File: config.mk
export PLATFORM = sky130hd
export DESIGN_NAME = cond_resolve_unit_flat
export DESIGN_NICKNAME = d
export VERILOG_FILES = /design/src/rtl/cond_resolve_unit_if.sv /design/src/rtl/cond_resolve_unit.sv /design/src/flat_wrapper.sv
export SDC_FILE = /design/constraint.sdc
export NUM_CORES = 1
export LEC_CHECK = 0
export CAP_MARGIN = 20
export CORE_MARGIN = 1.5
export CORE_UTILIZATION = 41
export DETAILED_ROUTE_END_ITERATION = 6
export GPL_TIMING_DRIVEN = 0
export HOLD_SLACK_MARGIN = 0.1
export PLACE_DENSITY = 0.83
export SLEW_MARGIN = 20
export SYNTH_ARGS = -nofsm -noshare
export SYNTH_HDL_FRONTEND = slang
export SYNTH_SLANG_ARGS = --single-unit
File: constraint.sdc
create_clock -name clk -period 2.1 [get_ports clk]
set_input_delay 0.42 -clock clk [delete_from_list [all_inputs] [get_ports clk]]
set_output_delay 0.42 -clock clk [all_outputs]
set_load 0.02 [all_outputs]
File: src/rtl/cond_resolve_unit_if.sv
// cond_resolve_unit_if: evaluation, condition-code update, result and trap handshake signals
interface cond_resolve_unit_if;
  logic       eval_valid;
  logic       eval_ready;
  logic [6:0] ir31_25;
  logic       is_fb;
  logic [6:0] trap_num;
  logic       icc_we;
  logic [3:0] icc_in;
  logic       fcc_we;
  logic [1:0] fcc_in;
  logic       flush;
  logic       res_valid;
  logic       bcond;
  logic       tcond;
  logic       annul;
  logic       trap_req;
  logic [7:0] trap_tt;
  logic       trap_ack;
  modport master (
    output eval_valid, ir31_25, is_fb, trap_num, icc_we, icc_in, fcc_we, fcc_in, flush, trap_ack,
    input  eval_ready, res_valid, bcond, tcond, annul, trap_req, trap_tt
  );
  modport slave (
    input  eval_valid, ir31_25, is_fb, trap_num, icc_we, icc_in, fcc_we, fcc_in, flush, trap_ack,
    output eval_ready, res_valid, bcond, tcond, annul, trap_req, trap_tt
  );
endinterface

File: src/rtl/cond_resolve_unit.sv
// cond_resolve_unit: Bicc/FBfcc/Ticc condition resolution with result pipeline and trap FSM; CRU_FCC_EN enables fcc
module cond_resolve_unit #(
  parameter int         STAGES  = 2,
  parameter logic [7:0] TT_BASE = 8'h80
) (
  input logic            clk,
  input logic            rst_n,
  cond_resolve_unit_if.slave bus
);
  typedef enum logic [1:0] {IDLE, PEND, REQ} state_t;
  state_t state_q, state_d;
  logic [1:0] op;
  logic       a;
  logic [3:0] cond;
  logic [3:0] icc_q, icc_cur;
  logic       n, z, v, c;
  logic [7:0] icc_base;
  logic       icc_ok, fb_b, fb_an, is_br, is_tr, acc;
  logic       br_ok, br_an, new_b, new_t, new_a;
  logic [STAGES-1:0] v_q;
  logic [3:0] d_q [STAGES];
  logic       out_v, out_b, out_t, out_a, out_trap;
  logic [7:0] tt_q;
  assign {op, a, cond} = bus.ir31_25;
  assign icc_cur = bus.icc_we ? bus.icc_in : icc_q;
  assign {n, z, v, c} = icc_cur;
  assign icc_base = {v, n, c, c | z, n ^ v, z | (n ^ v), z, 1'b0};
  assign icc_ok = icc_base[cond[2:0]] ^ cond[3];
  assign is_br = op == 2'b00;
  assign is_tr = op == 2'b10;
  assign acc = bus.eval_valid && bus.eval_ready && !bus.flush;
`ifdef CRU_FCC_EN
  localparam logic [31:0] FTAB = {4'b1000, 4'b0100, 4'b1100, 4'b0010, 4'b1010, 4'b0110, 4'b1110, 4'b0000};
  logic [1:0] fcc_q, fcc_cur;
  logic [3:0] fmask;
  logic       fcc_ok;
  assign fcc_cur = bus.fcc_we ? bus.fcc_in : fcc_q;
  assign fmask = FTAB[{cond[2:0], 2'b00} +: 4];
  assign fcc_ok = fmask[fcc_cur] ^ cond[3];
  assign fb_b = fcc_ok;
  assign fb_an = a && (!fcc_ok || cond == 4'h8);
  // fcc register: follows every fcc write, untouched by flush
  always_ff @(posedge clk or negedge rst_n)
    if (!rst_n) fcc_q <= 2'b00;
    else if (bus.fcc_we) fcc_q <= bus.fcc_in;
`else
  logic unused_fcc;
  assign unused_fcc = ^{bus.fcc_we, bus.fcc_in};
  assign fb_b = 1'b0;
  assign fb_an = a;
`endif
  // result of the instruction currently offered, using bypassed condition codes
  always_comb begin
    br_ok = bus.is_fb ? fb_b : icc_ok;
    br_an = bus.is_fb ? fb_an : a && (!icc_ok || cond == 4'h8);
    new_b = is_br && br_ok;
    new_t = is_tr && icc_ok;
    new_a = is_br && br_an;
  end
  // icc register: follows every icc write, untouched by flush
  always_ff @(posedge clk or negedge rst_n)
    if (!rst_n) icc_q <= 4'b0000;
    else if (bus.icc_we) icc_q <= bus.icc_in;
  // result pipeline: STAGES deep, flush kills every valid bit
  always_ff @(posedge clk or negedge rst_n)
    if (!rst_n) begin
      v_q <= '0;
      for (int i = 0; i < STAGES; i++) d_q[i] <= '0;
    end else begin
      v_q[0] <= acc;
      d_q[0] <= {new_b, new_t, new_a, is_tr};
      for (int i = 1; i < STAGES; i++) begin
        v_q[i] <= v_q[i-1];
        d_q[i] <= d_q[i-1];
      end
      if (bus.flush) v_q <= '0;
    end
  assign out_v = v_q[STAGES-1];
  assign {out_b, out_t, out_a, out_trap} = d_q[STAGES-1];
  // trap type captured when the Ticc is accepted, held through the handshake
  always_ff @(posedge clk or negedge rst_n)
    if (!rst_n) tt_q <= 8'h00;
    else if (acc && is_tr) tt_q <= TT_BASE + {1'b0, bus.trap_num};
  // trap FSM state register
  always_ff @(posedge clk or negedge rst_n)
    if (!rst_n) state_q <= IDLE;
    else state_q <= state_d;
  // trap FSM next state; flush wins over acknowledge and accept
  always_comb begin
    state_d = state_q;
    if (bus.flush) state_d = IDLE;
    else if (state_q == IDLE && acc && is_tr) state_d = PEND;
    else if (state_q == PEND && out_v && out_trap) state_d = out_t ? REQ : IDLE;
    else if (state_q == REQ && bus.trap_ack) state_d = IDLE;
  end
  assign bus.eval_ready = state_q == IDLE;
  assign bus.trap_req = state_q == REQ;
  assign bus.trap_tt = bus.trap_req ? tt_q : 8'h00;
  assign bus.res_valid = out_v;
  assign bus.bcond = out_v && out_b;
  assign bus.tcond = out_v && out_t;
  assign bus.annul = out_v && out_a;
endmodule

File: src/flat_wrapper.sv
// flat-port wrapper written by rule: the top's interface ports become plain ports
module cond_resolve_unit_flat 
#(
  parameter int         STAGES  = 2,
  parameter logic [7:0] TT_BASE = 8'h80
)
  (clk, rst_n, bus_eval_valid, bus_ir31_25, bus_is_fb, bus_trap_num, bus_icc_we, bus_icc_in, bus_fcc_we, bus_fcc_in, bus_flush, bus_trap_ack, bus_eval_ready, bus_res_valid, bus_bcond, bus_tcond, bus_annul, bus_trap_req, bus_trap_tt);
  cond_resolve_unit_if bus_i ();
  input logic clk;
  input logic rst_n;
  input wire logic [$bits(bus_i.eval_valid)-1:0] bus_eval_valid;
  input wire logic [$bits(bus_i.ir31_25)-1:0] bus_ir31_25;
  input wire logic [$bits(bus_i.is_fb)-1:0] bus_is_fb;
  input wire logic [$bits(bus_i.trap_num)-1:0] bus_trap_num;
  input wire logic [$bits(bus_i.icc_we)-1:0] bus_icc_we;
  input wire logic [$bits(bus_i.icc_in)-1:0] bus_icc_in;
  input wire logic [$bits(bus_i.fcc_we)-1:0] bus_fcc_we;
  input wire logic [$bits(bus_i.fcc_in)-1:0] bus_fcc_in;
  input wire logic [$bits(bus_i.flush)-1:0] bus_flush;
  input wire logic [$bits(bus_i.trap_ack)-1:0] bus_trap_ack;
  output wire logic [$bits(bus_i.eval_ready)-1:0] bus_eval_ready;
  output wire logic [$bits(bus_i.res_valid)-1:0] bus_res_valid;
  output wire logic [$bits(bus_i.bcond)-1:0] bus_bcond;
  output wire logic [$bits(bus_i.tcond)-1:0] bus_tcond;
  output wire logic [$bits(bus_i.annul)-1:0] bus_annul;
  output wire logic [$bits(bus_i.trap_req)-1:0] bus_trap_req;
  output wire logic [$bits(bus_i.trap_tt)-1:0] bus_trap_tt;
  assign bus_i.eval_valid = bus_eval_valid;
  assign bus_i.ir31_25 = bus_ir31_25;
  assign bus_i.is_fb = bus_is_fb;
  assign bus_i.trap_num = bus_trap_num;
  assign bus_i.icc_we = bus_icc_we;
  assign bus_i.icc_in = bus_icc_in;
  assign bus_i.fcc_we = bus_fcc_we;
  assign bus_i.fcc_in = bus_fcc_in;
  assign bus_i.flush = bus_flush;
  assign bus_i.trap_ack = bus_trap_ack;
  assign bus_eval_ready = bus_i.eval_ready;
  assign bus_res_valid = bus_i.res_valid;
  assign bus_bcond = bus_i.bcond;
  assign bus_tcond = bus_i.tcond;
  assign bus_annul = bus_i.annul;
  assign bus_trap_req = bus_i.trap_req;
  assign bus_trap_tt = bus_i.trap_tt;
  cond_resolve_unit #(.STAGES(STAGES), .TT_BASE(TT_BASE)) u_core (.clk(clk), .rst_n(rst_n), .bus(bus_i));
endmodule
==> flow_metrics.tcl <==
set metrics [dict create \
    status "finished clean" \
    core_area_um2 2280 \
    clock_path_buffers 2 \
    clock-sinks 24 \
    synth_xor_xnor_area_share_pct 0.870 \
    max_cap_viol_count 0 \
    drc_errors 0 \
    multi_input_area_um2 395 \
    worstSetupEndpointType "primary output" \
    antenna_found_initial 0 \
    synth_fa_ha_area_share_pct 0 \
    synth_area_um2 1010 \
    mostFrequentLayoutCell "clkdlybuf4s50_1" \
    r2r_slack_ns 0.35 \
    hold_viol_final 0 \
    worstSetupPathType "flip-flop to primary output" \
    synth_top_family_by_area "simple AND/OR/NAND/NOR gates" \
    path_cells "nor2b_1 > clkbuf_2 > and2_1 > dlygate4sd2_1" \
    routedWlPerCell_um 11.7 \
    slew_headroom_pct 67.0 \
    cpPeakStageDelay_ns 0.44 \
    fillers 201 \
    path_clk_slew_ns 0.11 \
    grt_max_degree 25 \
    worstHoldPathType "primary input to async pin" \
    die_area_um2 2760 \
    grt_pass1_wl_mm 2.97 \
    crit_required_ns 1.68 \
    clock_latency_ns 0.29 \
    clock_skew_ns 0.00521 \
    ys_seq_area_share_pct 59.6 \
    cp-start-kind "flip-flop" \
    ctsRootBufferMaster "clkbuf_4" \
    drt_first_pass_iters 2 \
    p_leak_nw 0.685 \
    synth_top_area_share_pct 59.6 \
    num_rows 17 \
    dr_total_vias 734 \
    synth_area_leaders "dfrtp_1 (60%), mux2_2 (12%), and2_1 (6.8%), nor2b_1 (2.5%), nor4b_1 (1.7%)" \
    vias_per_cell 4.96 \
    fin_area_um2 1430 \
    place.gp.congestion 0.755 \
    cpMaxStageDelayCell "dfrtp_1" \
    die_x_um 52.6 \
    hpwl_mm 1.42 \
    register_area_um2 601 \
    drt-total-wl_mm 1.74 \
    yosys_warnings 0 \
    ant_nets 0 \
    placed_area_um2 1420 \
    synthSimpleGateAreaFrac_pct 17.0 \
    drt_iter0_drc 4 \
    ioPinCount 42 \
    syn_inst 79 \
    syn_area_per_cell_um2 12.7 \
    die_h_um 52.6 \
    first_global_vias 740 \
    drive_gt1_share_pct 15.0 \
    final_cell_mix "clkdlybuf4s50_1 (27), dfrtp_1 (24), mux2_2 (11), and2_1 (11), dlygate4sd2_1 (8)" \
    overflow 0 \
    synth_compound_area_share_pct 8.07 \
    cts_tree "done" \
    htreeDepth 1 \
    vdd_ir_drop_max_mv 0.433 \
    tightest_slew_ns 0.496 \
    power_density_nw_per_um2 598 \
    synthToLayoutAreaGrowth_pct 42.4 \
    fmax_mhz 518 \
    crit_arrival_ns 1.51 \
    syn_nets 107 \
    cts_made_buffers 3 \
    critical_path.top_delay_family "buffers and inverters" \
    rsz0062_at_grt "false" \
    start_util_pct 44.3 \
    final_core_util_pct 63.0 \
    path_buf_inv 2 \
    min_period_ns 1.93 \
    io_buffers 38 \
    synth.distinct_cells 24 \
    final_max_slew_viol_count 0 \
    synth_top_cell_by_area "dfrtp_1" \
    synth_mux_area_share_pct 13.3 \
    critPathMaxFanout 9 \
    layout.nets 150 \
    grt_use_total_pct 14.8 \
    finalSetupViolCount 0 \
    fin_crit_sh_pct 91.9 \
    ys_ff_latch 24 \
    diodes 0 \
]
==> final cells by class <==
type,count,area share [%]
well taps,28,2.44
plain buffers,1,0.349
flip-flops and latches,24,41.9
inverters,2,0.524
repair buffers,38,25.7
multi-input cells,52,27.6
clock buffers,3,1.57
==> layer usage <==
layer	global-route usage [%]	routed length (um)	vias up
li1	-	-	360
met1	15.1	693	351
met2	29.0	934	23
met3	3.14	110	0
met4	5.13	0	0
met5	0	0	-
==> cell families after synthesis <==
family,Yosys count
multiplexers,12
buffers and inverters,3
flip-flops,24
AND/OR/NAND/NOR,29
XOR/XNOR,1
AO/OA/AOI/OAI,10
==> metrics by stage <==
step	worst slack, ns	TNS, ns	power [mW]	hold WS (ns)	std cells
floorplan	0.307	0	0.613	0.124	79
global placement	-0.341	-0.897	0.685	0.331	145
detailed placement	-0.368	-1.49	0.694	0.337	145
CTS	0.000807	0	0.872	0.362	148
global route	0.0215	0	0.910	0.102	148
finish	0.170	0	0.857	0.0773	148
==> repair_timing <==
| item | CTS | global route |
|---|---|---|
| resized for setup | 10 | 2 |
| setup endpoints to repair | 11 | 2 |
| pin swaps | 0 | 0 |
| buffers inserted | 0 | 0 |
| hold buffers | 0 | 0 |
==> worst paths after layout <==
path | start | endpoint | depth (start not counted)
setup / recovery | u_core.state_q[0] | bus_trap_tt[0] | 4
hold / removal | rst_n | u_core.icc_q[2] | 1
setup reg to reg | u_core.icc_q[3] | u_core.d_q[5] | 5
hold reg to reg | u_core.d_q[5] | u_core.d_q[1] | 0
max in group asynchronous | rst_n | u_core.tt_q[4] | 1
min in group clk | u_core.d_q[5] | u_core.d_q[1] | 0
==> Yosys cell counts <==
cell type,instances
dfrtp_1,24
and2_1,11
mux2_2,11
nor2b_1,4
nand2_1,3
nor2_1,3
inv_1,2
nor3_1,2
nor3b_1,2
nor4b_1,2
o21ai_0,2
a2111oi_2,1
a21boi_0,1
a21o_1,1
a21oi_1,1
a31o_2,1
clkbuf_1,1
mux2i_1,1
nand2b_1,1
nand4_1,1
o211a_1,1
o21a_1,1
o311a_1,1
xor2_1,1
==> worst reg2reg max path: cells and delay by family (launching register included) <==
family	cells	cell delay (ns)
muxes	1	0.29
DFF	1	0.38
xor gates and xnor gates	1	0.17
AOI/OAI and AO/OA	3	0.81
==> state kept, by name, indices dropped and copies added, names as in the netlist <==
register        flops
u_core.d_q          8
u_core.icc_q        4
u_core.state_q      2
u_core.tt_q         8
u_core.v_q          2
==> power by group <==
part,total (mW),leakage [nW],switching (mW),internal (mW)
Clock,0.177,0.0138,0.111,0.0666
Sequential,0.533,0.301,0.0195,0.514
Combinational,0.147,0.370,0.0556,0.0911
Note: power is estimated with default switching activity, not from simulation.
